===== src/rtl/fft_seq_pkg.sv =====
// Shared types for the FFT frame sequencer: bank lifecycle states and per-bank frame descriptors.
package fft_seq_pkg;

    localparam int unsigned LOG2LEN_MIN = 3;
    localparam int unsigned BFP_W       = 8;

    typedef enum logic [2:0] {
        BankFree    = 3'd0,
        BankFilling = 3'd1,
        BankFull    = 3'd2,
        BankRunning = 3'd3,
        BankDone    = 3'd4
    } bank_state_t;

    typedef struct packed {
        logic [3:0]       log2len;
        logic             ifft;
        logic [BFP_W-1:0] bfpexp;
    } bank_desc_t;

    function automatic logic [3:0] clamp_log2len(input logic [3:0] req, input logic [3:0] max_len);
        if (req < 4'(LOG2LEN_MIN)) begin
            return 4'(LOG2LEN_MIN);
        end
        if (req > max_len) begin
            return max_len;
        end
        return req;
    endfunction

endpackage


===== src/rtl/var_bitrev_counter.sv =====
// Sample counter for a runtime-selected frame length 2^L; emits the bit-reversed write address
// and flags the last sample of the frame.
module var_bitrev_counter
    import fft_seq_pkg::*;
#(
    parameter int unsigned N = 10
) (
    input  logic         clk_i,
    input  logic         rst_i,
    input  logic         inc_i,
    input  logic [3:0]   log2len_i,
    output logic [N-1:0] count_o,
    output logic [N-1:0] addr_o,
    output logic         last_o
);

    logic [N-1:0] count_q, count_d;
    logic [N-1:0] rev;
    logic [N-1:0] mask;

    always_comb begin
        rev = '0;
        for (int i = 0; i < N; i++) begin
            rev[i] = count_q[N-1-i];
        end
    end

    // count stays below 2^L, so shifting the full reversal down leaves only the low L bits
    assign addr_o  = rev >> (4'(N) - log2len_i);
    assign mask    = N'((32'd1 << log2len_i) - 32'd1);
    assign last_o  = (count_q == mask);
    assign count_o = count_q;

    always_comb begin
        count_d = count_q;
        if (inc_i) begin
            count_d = last_o ? '0 : count_q + 1'b1;
        end
    end

    always_ff @(posedge clk_i or posedge rst_i) begin
        if (rst_i) begin
            count_q <= '0;
        end else begin
            count_q <= count_d;
        end
    end

endmodule


===== src/rtl/fft_frame_sequencer.sv =====
// Round-robin multi-bank frame sequencer: overlaps input fill, engine runs and result readout,
// keeping each frame's length, direction and block exponent until the frame is released.
module fft_frame_sequencer
    import fft_seq_pkg::*;
#(
    parameter int unsigned  FFT_MAX_LENGTH = 1024,
    parameter int unsigned  FFT_DW         = 16,
    parameter int unsigned  NUM_BANKS      = 2,
    parameter int unsigned  BANK_BW        = 2,
    localparam int unsigned FFT_N          = $clog2(FFT_MAX_LENGTH)
) (
    input  logic                   clk,
    input  logic                   rst,
    input  logic [3:0]             cfg_log2len,
    input  logic                   autorun,
    input  logic                   run,
    input  logic                   ifft,
    input  logic                   fin,
    input  logic                   s_valid,
    output logic                   s_ready,
    input  logic [FFT_DW-1:0]      s_real,
    input  logic [FFT_DW-1:0]      s_imag,
    output logic                   wact_in,
    output logic [BANK_BW-1:0]     wbank_in,
    output logic [FFT_N-1:0]       wa_in,
    output logic [2*FFT_DW-1:0]    wdw_in,
    output logic                   eng_start,
    output logic [BANK_BW-1:0]     eng_bank,
    output logic [3:0]             eng_log2len,
    output logic                   eng_ifft,
    input  logic                   eng_done,
    input  logic [BFP_W-1:0]       eng_bfpexp,
    output logic                   rd_valid,
    output logic [BANK_BW-1:0]     rd_bank,
    output logic [3:0]             rd_log2len,
    output logic [BFP_W-1:0]       rd_bfpexp,
    output logic [3*NUM_BANKS-1:0] bank_state,
    output logic                   err
);

    localparam int unsigned SLOTS = 2 ** BANK_BW;

    bank_state_t        state_q [SLOTS];
    bank_state_t        state_d [SLOTS];
    bank_desc_t         desc_q  [SLOTS];
    bank_desc_t         desc_d  [SLOTS];
    logic [BANK_BW-1:0] fill_ptr_q, fill_ptr_d;
    logic [BANK_BW-1:0] run_ptr_q, run_ptr_d;
    logic [BANK_BW-1:0] read_ptr_q, read_ptr_d;
    logic               busy_q, busy_d;
    logic               err_q, err_d;
    logic               oor_q;

    logic               fill_free;
    logic               accept;
    logic [3:0]         fill_len;
    logic [FFT_N-1:0]   cnt_count;
    logic [FFT_N-1:0]   cnt_addr;
    logic               cnt_last;
    logic               start;
    logic               done_ok;
    logic               release_rd;

    function automatic logic [BANK_BW-1:0] next_ptr(input logic [BANK_BW-1:0] p);
        return (p == BANK_BW'(NUM_BANKS - 1)) ? '0 : p + 1'b1;
    endfunction

    assign fill_free = (state_q[fill_ptr_q] == BankFree);
    assign s_ready   = oor_q && (fill_free || state_q[fill_ptr_q] == BankFilling);
    assign accept    = s_valid && s_ready;
    // length comes from cfg only on a frame's first sample, afterwards from the latched descriptor
    assign fill_len  = fill_free ? clamp_log2len(cfg_log2len, 4'(FFT_N))
                                 : desc_q[fill_ptr_q].log2len;

    var_bitrev_counter #(
        .N(FFT_N)
    ) u_counter (
        .clk_i    (clk),
        .rst_i    (rst),
        .inc_i    (accept),
        .log2len_i(fill_len),
        .count_o  (cnt_count),
        .addr_o   (cnt_addr),
        .last_o   (cnt_last)
    );

    assign wact_in  = accept;
    assign wbank_in = fill_ptr_q;
    assign wa_in    = cnt_addr;
    assign wdw_in   = accept ? {s_imag, s_real} : '0;

    assign start       = !busy_q && (state_q[run_ptr_q] == BankFull) && (autorun || run);
    assign done_ok     = eng_done && busy_q;
    assign eng_start   = start;
    assign eng_bank    = run_ptr_q;
    assign eng_log2len = desc_q[run_ptr_q].log2len;
    assign eng_ifft    = desc_q[run_ptr_q].ifft;

    assign rd_valid    = (state_q[read_ptr_q] == BankDone);
    assign release_rd  = fin && rd_valid;
    assign rd_bank     = read_ptr_q;
    assign rd_log2len  = desc_q[read_ptr_q].log2len;
    assign rd_bfpexp   = desc_q[read_ptr_q].bfpexp;
    assign err         = err_q;

    always_comb begin
        bank_state = '0;
        for (int i = 0; i < NUM_BANKS; i++) begin
            bank_state[3*i +: 3] = state_q[i];
        end
    end

    // Each event targets a bank in a different state, so all of them can land in one cycle.
    always_comb begin
        state_d    = state_q;
        desc_d     = desc_q;
        fill_ptr_d = fill_ptr_q;
        run_ptr_d  = run_ptr_q;
        read_ptr_d = read_ptr_q;
        busy_d     = busy_q;
        err_d      = err_q | (eng_done & ~busy_q);

        if (accept) begin
            if (fill_free) begin
                desc_d[fill_ptr_q].log2len = fill_len;
                desc_d[fill_ptr_q].ifft    = ifft;
                state_d[fill_ptr_q]        = BankFilling;
            end
            if (cnt_last) begin
                state_d[fill_ptr_q] = BankFull;
                fill_ptr_d          = next_ptr(fill_ptr_q);
            end
        end

        if (start) begin
            state_d[run_ptr_q] = BankRunning;
            busy_d             = 1'b1;
        end

        if (done_ok) begin
            desc_d[run_ptr_q].bfpexp = eng_bfpexp;
            state_d[run_ptr_q]       = BankDone;
            run_ptr_d                = next_ptr(run_ptr_q);
            busy_d                   = 1'b0;
        end

        if (release_rd) begin
            state_d[read_ptr_q] = BankFree;
            read_ptr_d          = next_ptr(read_ptr_q);
        end
    end

    always_ff @(posedge clk or posedge rst) begin
        if (rst) begin
            for (int i = 0; i < SLOTS; i++) begin
                state_q[i] <= BankFree;
                desc_q[i]  <= '0;
            end
            fill_ptr_q <= '0;
            run_ptr_q  <= '0;
            read_ptr_q <= '0;
            busy_q     <= 1'b0;
            err_q      <= 1'b0;
            oor_q      <= 1'b0;
        end else begin
            state_q    <= state_d;
            desc_q     <= desc_d;
            fill_ptr_q <= fill_ptr_d;
            run_ptr_q  <= run_ptr_d;
            read_ptr_q <= read_ptr_d;
            busy_q     <= busy_d;
            err_q      <= err_d;
            oor_q      <= 1'b1;
        end
    end

endmodule


===== config.mk =====
export PLATFORM = sky130hd
export DESIGN_NAME = fft_frame_sequencer
export DESIGN_NICKNAME = d
export VERILOG_FILES = /design/src/rtl/fft_seq_pkg.sv /design/src/rtl/var_bitrev_counter.sv /design/src/rtl/fft_frame_sequencer.sv
export SDC_FILE = /design/constraint.sdc
export NUM_CORES = 1
export LEC_CHECK = 0
export ABC_AREA = 1
export BUFFER_PORTS_ARGS = -buffer_cell sky130_fd_sc_hd__buf_4
export CORE_AREA = 3 3 136 138
export DETAILED_ROUTE_END_ITERATION = 10
export DIE_AREA = 0 0 139 141
export SLEW_MARGIN = 20
export SYNTH_ARGS = -nofsm -noshare
export SYNTH_HDL_FRONTEND = slang
export SYNTH_SLANG_ARGS = --single-unit

===== constraint.sdc =====
create_clock -name clk -period 6.45 [get_ports clk]
set_input_delay 0.645 -clock clk [delete_from_list [all_inputs] [get_ports clk]]
set_output_delay 0.645 -clock clk [all_outputs]
set_load 0.02 [all_outputs]

## Word level (Yosys, flattened, before mapping)

Index checks and enable logic that the tools add are counted.

| operators by class | value |
|---|---|
| shifts and indexed selects | 2 |
| equality and inequality tests | 7 |
| reduce and logical (&&, ||, !) cells | 15 |
| mux-type cells | 58 |
| $add $sub $neg | 6 |
| bitwise logic cells | 20 |
| magnitude comparators | 8 |

Operators with widths:

| cell | count |
|---|---|
| 52-bit bitwise mux | 3 |
| 52-bit two-way mux | 3 |
| 13-bit two-way mux | 7 |
| 12-bit two-way mux | 7 |
| 13-bit binary-select mux with 2-bit select | 3 |
| 13-bit demux with 2-bit select | 3 |
| 32-bit two-way mux | 1 |
| 3-bit two-way mux | 9 |
| 8-bit bitwise AND | 3 |
| 8-bit NOT | 3 |
| 4-bit two-way mux | 5 |
| 3-bit binary-select mux with 2-bit select | 3 |
| 3-bit demux with 2-bit select | 3 |
| 12-bit bitwise AND | 1 |
| 12-bit NOT | 1 |
| 4-bit bitwise OR | 3 |
| 10-bit by 1-bit adder with 10-bit output, second input constant | 1 |
| 10-bit == test | 1 |
| 10-bit two-way mux | 1 |
| 1-bit by 4-bit left shift with 10-bit output, first input constant | 1 |
| 10-bit by 4-bit right shift with 10-bit output | 1 |
| 10-bit by 1-bit subtractor with 10-bit output, second input constant | 1 |
| 3-bit >= comparator, second input constant | 3 |
| 1-bit logical AND | 9 |
| 25 further kinds | 40 |

| word-level totals | value |
|---|---|
| word-level logic and storage cells | 139 |
| bits of input ports | 52 |
| flip-flop bits (word level) | 83 |

## Logic depth before layout (Yosys ltp)

Gate-level depths: netlist (run 1).

| logic depth | value |
|---|---|
| depth in word-level cells | 18 |
| gate-level depth with buffers | 28 |
| depth with buffers taken out | 25 |

## Hierarchy

A second synthesis (run 1) with hierarchy kept.

| unflattened totals | value |
|---|---|
| cells, all modules | 739 |
| area, all modules | 5396.4 um^2 |

By module, submodules not included:

| module | area an instance (um^2) | cells an instance | instances |
|---|---|---|---|
| fft_frame_sequencer | 3941.3 | 513 | 1 |
| var_bitrev_counter | 1455.1 | 226 | 1 |

## Least setup slack after synthesis (run 1)

Ideal clock, no wire load.

| path | value |
|---|---|
| kind | register -> output |
| start point | register fill_ptr_q[1] (netlist: wbank_in[1]) |
| end point | output port wa_in[4] |
| required time | 5805 ps |
| setup slack | 2662 ps |
| cell stages (with the launch flop) | 16 |
| arrival | 3143 ps |
| path through | dfrtp_1 buf_4 nor2_2 nand2_1 nand2_1 nor2_4 nand3_4 inv_1 o21ai_0 buf_2 buf_2 ha_1 clkbuf_1 o21ai_0 nor2_1 a211oi_1 |

| on the way | value |
|---|---|
| cells in the longest elaborated chain, start to end | 8 |
| elaborated cells on any way between the ends | 11 |
| classes of those cells | add/sub: 1; shift: 1; mux: 7; bitwise: 1; reduce/logical: 1 |

Ends and longest elaborated chain:

| item | RTL line | RTL |
|---|---|---|
| start: declaration | fft_frame_sequencer.sv:47 | `logic [BANK_BW-1:0] fill_ptr_q, fill_ptr_d;` |
| start signal: assignment | fft_frame_sequencer.sv:168 | `fill_ptr_q <= fill_ptr_d;` |
| 2-bit NOT with 3-bit output (not written as such) (*) | fft_frame_sequencer.sv:68, fft_frame_sequencer.sv:73 |  |
| 3-bit binary-select mux with 2-bit select | fft_frame_sequencer.sv:68 | `assign fill_free = (state_q[fill_ptr_q] == BankFree);` |
| 3-bit two-way mux (not written as such) (2 in series) | fft_frame_sequencer.sv:68 |  |
| 3-bit logical NOT | fft_frame_sequencer.sv:68 |  |
| 4-bit two-way mux (*) | fft_frame_sequencer.sv:72 | `assign fill_len = fill_free ? clamp_log2len(cfg_log2len, 4'(FFT_N))` |
| 4-bit subtractor (*) | var_bitrev_counter.sv:29 | `assign addr_o = rev >> (4'(N) - log2len_i);` |
| 10-bit by 4-bit right shift with 10-bit output (*) | var_bitrev_counter.sv:29 |  |
| end: declaration | fft_frame_sequencer.sv:25 | `output logic [FFT_N-1:0] wa_in,` |

Mark *: on every way between the ends. The rest lies on a longest branch, timed or not. The select of a mux whose other input is x is not followed.

## Final worst setup path (run 1)

| path | value |
|---|---|
| start point | register fill_ptr_q[0] (netlist: wbank_in[0]) |
| end point | output port wa_in[0] |

| on the way | value |
|---|---|
| cells in the longest elaborated chain, start to end | 8 |
| elaborated cells on any way between the ends | 11 |
| classes of those cells | add/sub: 1; shift: 1; mux: 7; bitwise: 1; reduce/logical: 1 |

Ends and longest elaborated chain:

| item | RTL line | RTL |
|---|---|---|
| 2-bit NOT with 3-bit output (not written as such) (*) | fft_frame_sequencer.sv:68, fft_frame_sequencer.sv:73 |  |
| 3-bit binary-select mux with 2-bit select | fft_frame_sequencer.sv:68 |  |
| 3-bit two-way mux (not written as such) (2 in series) | fft_frame_sequencer.sv:68 |  |
| 3-bit logical NOT | fft_frame_sequencer.sv:68 |  |
| 4-bit two-way mux (*) | fft_frame_sequencer.sv:72 |  |
| via fill_len[0] | fft_frame_sequencer.sv:56 | `logic [3:0] fill_len;` |
| 4-bit subtractor (*) | var_bitrev_counter.sv:29 |  |
| 10-bit by 4-bit right shift with 10-bit output (*) | var_bitrev_counter.sv:29 |  |

The timed path passes the listed nets; every way through them passes the cells marked *. The select of a mux whose other input is x is not followed.

==> out/results.txt, run 1 <==
Post-CTS Hold Buffers: 0
DR DRC count: 0
Initial Utilization: 31.8%
synthesis-stage register bit count: 83
PwrDens: 210 mW/mm²
Worst Clk Skew: 0.0141 ns
synthesized instance count: 799
# IOs: 128
row count: 48
number of max-cap violations: 0
total power: 1.46 mW
sequential fraction of the synthesis area: 37.8%
most common cell after layout, fill and taps aside: nand2_1
first-pass GRT wire length: 26800 µm
Fillers: 1838
Yosys cell types: 42
final setup TNS: 0 ns
CTS sink count: 83
synth warn: 0
Die Area: 0.0196 mm²
RSZ-0062 raised after global routing: false
nets: 973
total gr overflow: 0
HPWL Detailed: 12500 µm
Final min period: 4.36 ns
Port Buffers: 127
number of routed nets with antenna violations: 0
Slew Limit Headroom: 44.1%
worst-path cell chain: nor2_2, nand2_1, nand2_1, nor2_4, nand3_4, inv_1, nand3_1, o21ai_1, buf_4, inv_1, ha_1, xor2_1, o21ai_0, o221ai_1, o21ai_0, buf_4
Worst EP arrival: 3.72 ns
syn avg cell area: 6.87 µm²
maximum fanout along the worst path: 22
Reg area: 0.00208 mm²
CTS max path bufs: 2
number of global-route vias before repair: 5079
CTS tree: yes
CP required: 5.80 ns
slowest stage cell, crit path: dfrtp_1
Leakage: 3.70 nW
Final setup viols: 0
core box area: 0.0173 mm²
Final period util: 67.7%
root buffer cell: clkbuf_16
Clk pin slew, worst setup/hold paths: 0.06 ns
DRT iter0 DRCs: 457
via count: 5582
diode count: 0
Final Max Tran Viols: 0
GRT Total Usage: 16.7%
most frequent cells in the layout: nand2_1 (172), inv_1 (139), buf_4 (131)
outcome: finished clean
Worst path max stage delay: 0.58 ns
Placer Congestion: 0.867
Routed WL per cell: 14.5 µm
area grow syn2layout: 26.1%
post-cts resize count: 0
Multi-input gate area: 0.00273 mm²
Hold WC Path Type: reg2reg
VDD IR-drop max: 142 µV
Syn Nets: 858
Die Y: 141 µm
Die Wd: 139 µm
DRT Wirelength: 16600 µm
post-CTS setup buffer count: 0
Crit Path Class: reg2out
critical path startpoint category: flop
TritonRoute pass-1 iters: 5
hold slack: 0.480 ns
Skew-Pair Late Insertion Delay: 0.35 ns
initial antenna violation count: 0
layout cells sized above 1: 18.4%
vias per std cell: 4.88
H-tree depth: 3
final hold violations: 0
Critical Path Sink Type: output pin
largest net degree at the start of global routing: 84
fmax: 0.229 GHz
clock buffer count from CTS: 9
Slew @ Worst Pin: 0.836 ns
Mapped Area: 0.00549 mm²
-- cells in the mapped netlist, drive strengths merged --
cell / count / area [µm²]
nand4: 11 / 68.8
nor3: 3 / 15.0
a211oi: 3 / 22.5
o2111ai: 2 / 17.5
clkbuf: 12 / 45.0
nor2: 101 / 438
inv: 142 / 536
a21oi: 26 / 130
o2111a: 1 / 11.3
nand2: 178 / 688
xor2: 6 / 52.6
clkinv: 3 / 11.3
nand3b: 4 / 30.0
dfrtp: 83 / 2080
o41ai: 1 / 8.76
o21ai: 95 / 475
a21o: 1 / 7.51
o221ai: 10 / 87.6
or2: 1 / 6.26
o311ai: 1 / 8.76
buf: 16 / 98.8
nand3: 60 / 330
nor4: 1 / 6.26
ha: 7 / 87.6
o21a: 1 / 7.51
a22oi: 21 / 158
o22ai: 1 / 6.26
conb: 1 / 3.75
o211ai: 7 / 57.6
-- worst max-delay path, delay by kind of cell (launching register included) --
family	cells	cell delay [ns]
and+or+nand+nor	6	0.73
buffers and inverters	4	0.71
AOI/OAI and AO/OA	4	0.59
DFF	1	0.58
xor gates and xnor gates	1	0.52
adders and majority gates	1	0.25
-- worst paths after layout --
check	depth (start not counted)	from	slack, ns	end
min	1	err$_DFF_PP0_	0.48	err$_DFF_PP0_
max reg2reg	22	wbank_in[0]$_DFFE_PP0P_	2.52	wbank_in[0]$_DFFE_PP0P_
max in group asynchronous	3	rst	5.41	desc_q[39]$_DFFE_PP0P_
min in group asynchronous	3	rst	0.51	eng_bank[1]$_DFFE_PP0P_
min reg2reg	1	err$_DFF_PP0_	0.48	err$_DFF_PP0_
max	16	wbank_in[0]$_DFFE_PP0P_	2.09	wa_in[0]
-- layer usage --
| metal | global-route usage [%] | vias to the layer above | wire length, µm |
|---|---|---|---|
| met3 | 3.93 | 15 | 1260 |
| li1 | - | 2809 | - |
| met1 | 22.3 | 2561 | 7430 |
| met5 | 0 | - | 0 |
| met4 | 4.69 | 0 | 187 |
| met2 | 27.3 | 197 | 7730 |
-- state kept, by name, indices dropped and copies added (netlist names) --
register / flops
rd_bank: 2
err: 1
desc_q: 52
state_q: 6
bank_state: 6
wbank_in: 2
busy_q: 1
u_counter.count_o: 10
eng_bank: 2
oor_q: 1
-- cell families after synthesis --
| family | Yosys count | synth area share [%] |
|---|---|---|
| AO/OA/AOI/OAI | 170 | 18.2 |
| XOR/XNOR | 6 | 0.957 |
| adder cells (fa/ha/maj) | 7 | 1.59 |
| buffers and inverters | 173 | 12.6 |
| flip-flops | 83 | 37.8 |
| other | 1 | 0.0683 |
| AND/OR/NAND/NOR | 359 | 28.8 |
-- report_power, final --
group | internal (mW) | leakage (nW) | total, mW | switching, mW
Sequential | 0.587 | 0.946 | 0.648 | 0.0604
Combinational | 0.114 | 2.62 | 0.280 | 0.166
Clock | 0.310 | 0.141 | 0.529 | 0.218
Total | 1.01 | 3.70 | 1.46 | 0.445
-- stage by stage --
stage	std cells	utilization, %	setup WS [ns]	instance area [µm²]
global placement	1128	38.3	2.58	6620
finish	1143	40.1	2.09	6930
global route	1143	40.1	1.64	6930
CTS	1143	40.0	2.09	6920
detailed placement	1128	38.3	2.49	6620
floorplan	799	-	2.66	5490
-- final cells by class --
cell class              count  share of cell area (%)
well taps                 225                    4.06
clock inverters             5                   0.903
repair buffers            132                    14.4
multi-input cells         543                    39.3
clock buffers              10                    3.45
inverters                 145                    7.91
flip-flops and latches     83                    30.0
No activity file was read; power rests on OpenSTA's default activity.
==> run 2: changes to the inputs <==
- clock period: 6.45 -> 3.59 ns (I/O delays scaled with it)
==> run 2 against run 1 <==
Design area rose by 5.5%. Wire length up 4.4%. Die area did not move. Hold slack lost 0.37 ns. Combinational power grew 100%. Utilization is 2.2 points higher. Clock skew decreased by 0.0097 ns. Critical path type is now reg2reg. Critical endpoint is now wbank_in[0]$_DFFE_PP0P_.
==> out/results.txt, run 2 (synthesis results as in run 1) <==
outcome: finished clean
Initial Utilization: 31.8%
layout cells sized above 1: 23.6%
hold slack: 0.106 ns
TritonRoute pass-1 iters: 5
metal2 WL: 8250 µm
number of flip-flops under the largest register name: 52
CTS tree: yes
Final Max Tran Viols: 0
PwrDens: 367 mW/mm²
VDD IR-drop max: 260 µV
Final period util: 94.8%
Die Area: 0.0196 mm²
CTS max path bufs: 2
DRT iter0 DRCs: 397
number of max-cap violations: 0
# IOs: 128
Crit. Startpoint: wbank_in[1]$_DFFE_PP0P_
root buffer cell: clkbuf_16
number of global-route vias before repair: 5216
fmax: 0.294 GHz
row count: 48
total gr overflow: 0
DRT Wirelength: 17300 µm
HPWL Detailed: 13000 µm
fin area: 0.00731 mm²
H-tree depth: 3
CP required: 3.82 ns
vias per std cell: 4.83
Top delay family on crit path: simple AND/OR/NAND/NOR gates
Die Wd: 139 µm
first-pass GRT wire length: 27300 µm
highest metal used: met4
Clk pin slew, worst setup/hold paths: 0.07 ns
worst-path cell chain: buf_4, nor2_4, nand2_1, nand2_1, nor2_4, nand3_4, buf_4, o2111ai_1, o21a_2, ha_2, nand3_1, ha_4, xor2_1, nand2_1, nor2_1, nand2_1, nor2_1, nand2_1, nor2_4, buf_12, nand3_4, xor2_1
Reg2Reg Depth: 22
Worst Clk Skew: 0.00445 ns
M1 WL: 7570 µm
Crit Path Class: reg2reg
initial antenna violation count: 0
Port Buffers: 127
CTS sink count: 83
core box area: 0.0173 mm²
Largest Register: desc_q
critical path startpoint category: flop
Layout Utilization: 42.2%
critical path depth in cells: 22
Die Y: 141 µm
Worst path max stage delay: 0.43 ns
most common cell after layout, fill and taps aside: nand2_1
number of routed nets with antenna violations: 0
post-route setup slack: 0.185 ns
Worst EP arrival: 3.64 ns
sum of buffers and inverters on the critical path: 3
maximum fanout along the worst path: 9
R2R Path End: wbank_in[0]$_DFFE_PP0P_
slowest stage cell, crit path: dfrtp_2
DR DRC count: 0
largest net degree at the start of global routing: 41
Slew Limit Headroom: 51.2%
diode count: 0
nets: 1010
area grow syn2layout: 33.0%
Final min period: 3.40 ns
clock buffer count from CTS: 9
Placer Congestion: 0.889
Final setup viols: 0
Placement Setup Slack: 0.0640 ns
Slew @ Worst Pin: 0.730 ns
Critical R2R Launch: wbank_in[1]$_DFFE_PP0P_
DP Cell Count: 1150
fin cells: 1181
Routed WL per cell: 14.7 µm
via count: 5702
Skew-Pair Late Insertion Delay: 0.35 ns
met3 WL post-DR: 1150 µm
Leakage: 3.88 nW
Critical Path Sink Type: flop
final hold violations: 0
most frequent cells in the layout: nand2_1 (169), buf_4 (163), inv_1 (134)
GRT Total Usage: 17.2%
Hold WC Path Type: in2async
placed inst area: 0.00680 mm²
Reg2Reg Setup Slack: 0.19 ns
last element of the critical path: wbank_in[0]$_DFFE_PP0P_
most frequent CP cell: nand2_1
==> run 2: worst reg2reg max path, stage by stage, from the launching register on <==
cell and delay [ns]:
dfrtp_2 0.43, buf_4 0.14, nor2_4 0.04, nand2_1 0.05
nand2_1 0.09, nor2_4 0.18, nand3_4 0.09, buf_4 0.17
o2111ai_1 0.08, o21a_2 0.22, ha_2 0.26, nand3_1 0.15
ha_4 0.32, xor2_1 0.14, nand2_1 0.07, nor2_1 0.08
nand2_1 0.05, nor2_1 0.08, nand2_1 0.09, nor2_4 0.12
buf_12 0.14, nand3_4 0.14, xor2_1 0.17
==> run 2: area by class of cell <==
type                       count  area [µm²]
tap                          225         282
timing repair buffer         167        1260
multi-input combinational    545        2820
fill                        1780        9990
clock buffer                   9         225
sequential                    83        2080
clock inverter                 7        82.6
inverter                     145         548
==> run 2: power by group <==
group	internal, mW	leakage [nW]	switching [mW]	total, mW
combinational	0.230	2.79	0.338	0.568
clock	0.552	0.145	0.430	0.982
sequential	1.06	0.945	0.0758	1.13
total	1.84	3.88	0.843	2.68
==> run 2: routing by layer <==
metal  vias to the layer above  GRT usage (%)
met5                         -              0
li1                       2882              -
met2                       213           28.9
met4                         0           6.08
met1                      2577           22.4
met3                        30           2.92
==> run 2: timing repair <==
item / 4_1_cts / 5_1_grt
setup buffers: 2 / 10
hold buffers: 0 / 0
setup endpoints to repair: 4 / 29
gates cloned: 0 / 3
pin swaps: 0 / 8
gates resized for setup: 6 / 17
==> run 2: how the worst min path moves through the flow <==
stage	startpoint	end	slack [ns]
after floorplan	desc_q[9]$_DFFE_PP0P_	desc_q[9]$_DFFE_PP0P_	0.45
final	rst	desc_q[3]$_DFFE_PP0P_	0.11
after global routing	rst	desc_q[16]$_DFFE_PP0P_	0.16
after detailed placement	err$_DFF_PP0_	err$_DFF_PP0_	0.45
after global placement	err$_DFF_PP0_	err$_DFF_PP0_	0.45
after CTS	rst	desc_q[3]$_DFFE_PP0P_	0.13
==> run 2: through the flow <==
stage                     total power [mW]  TNS [ns]
after global placement                1.71         0
final                                 2.68         0
after floorplan                       1.47         0
after global routing                  2.83   -0.0768
after CTS                             2.71         0
after detailed placement              1.72         0
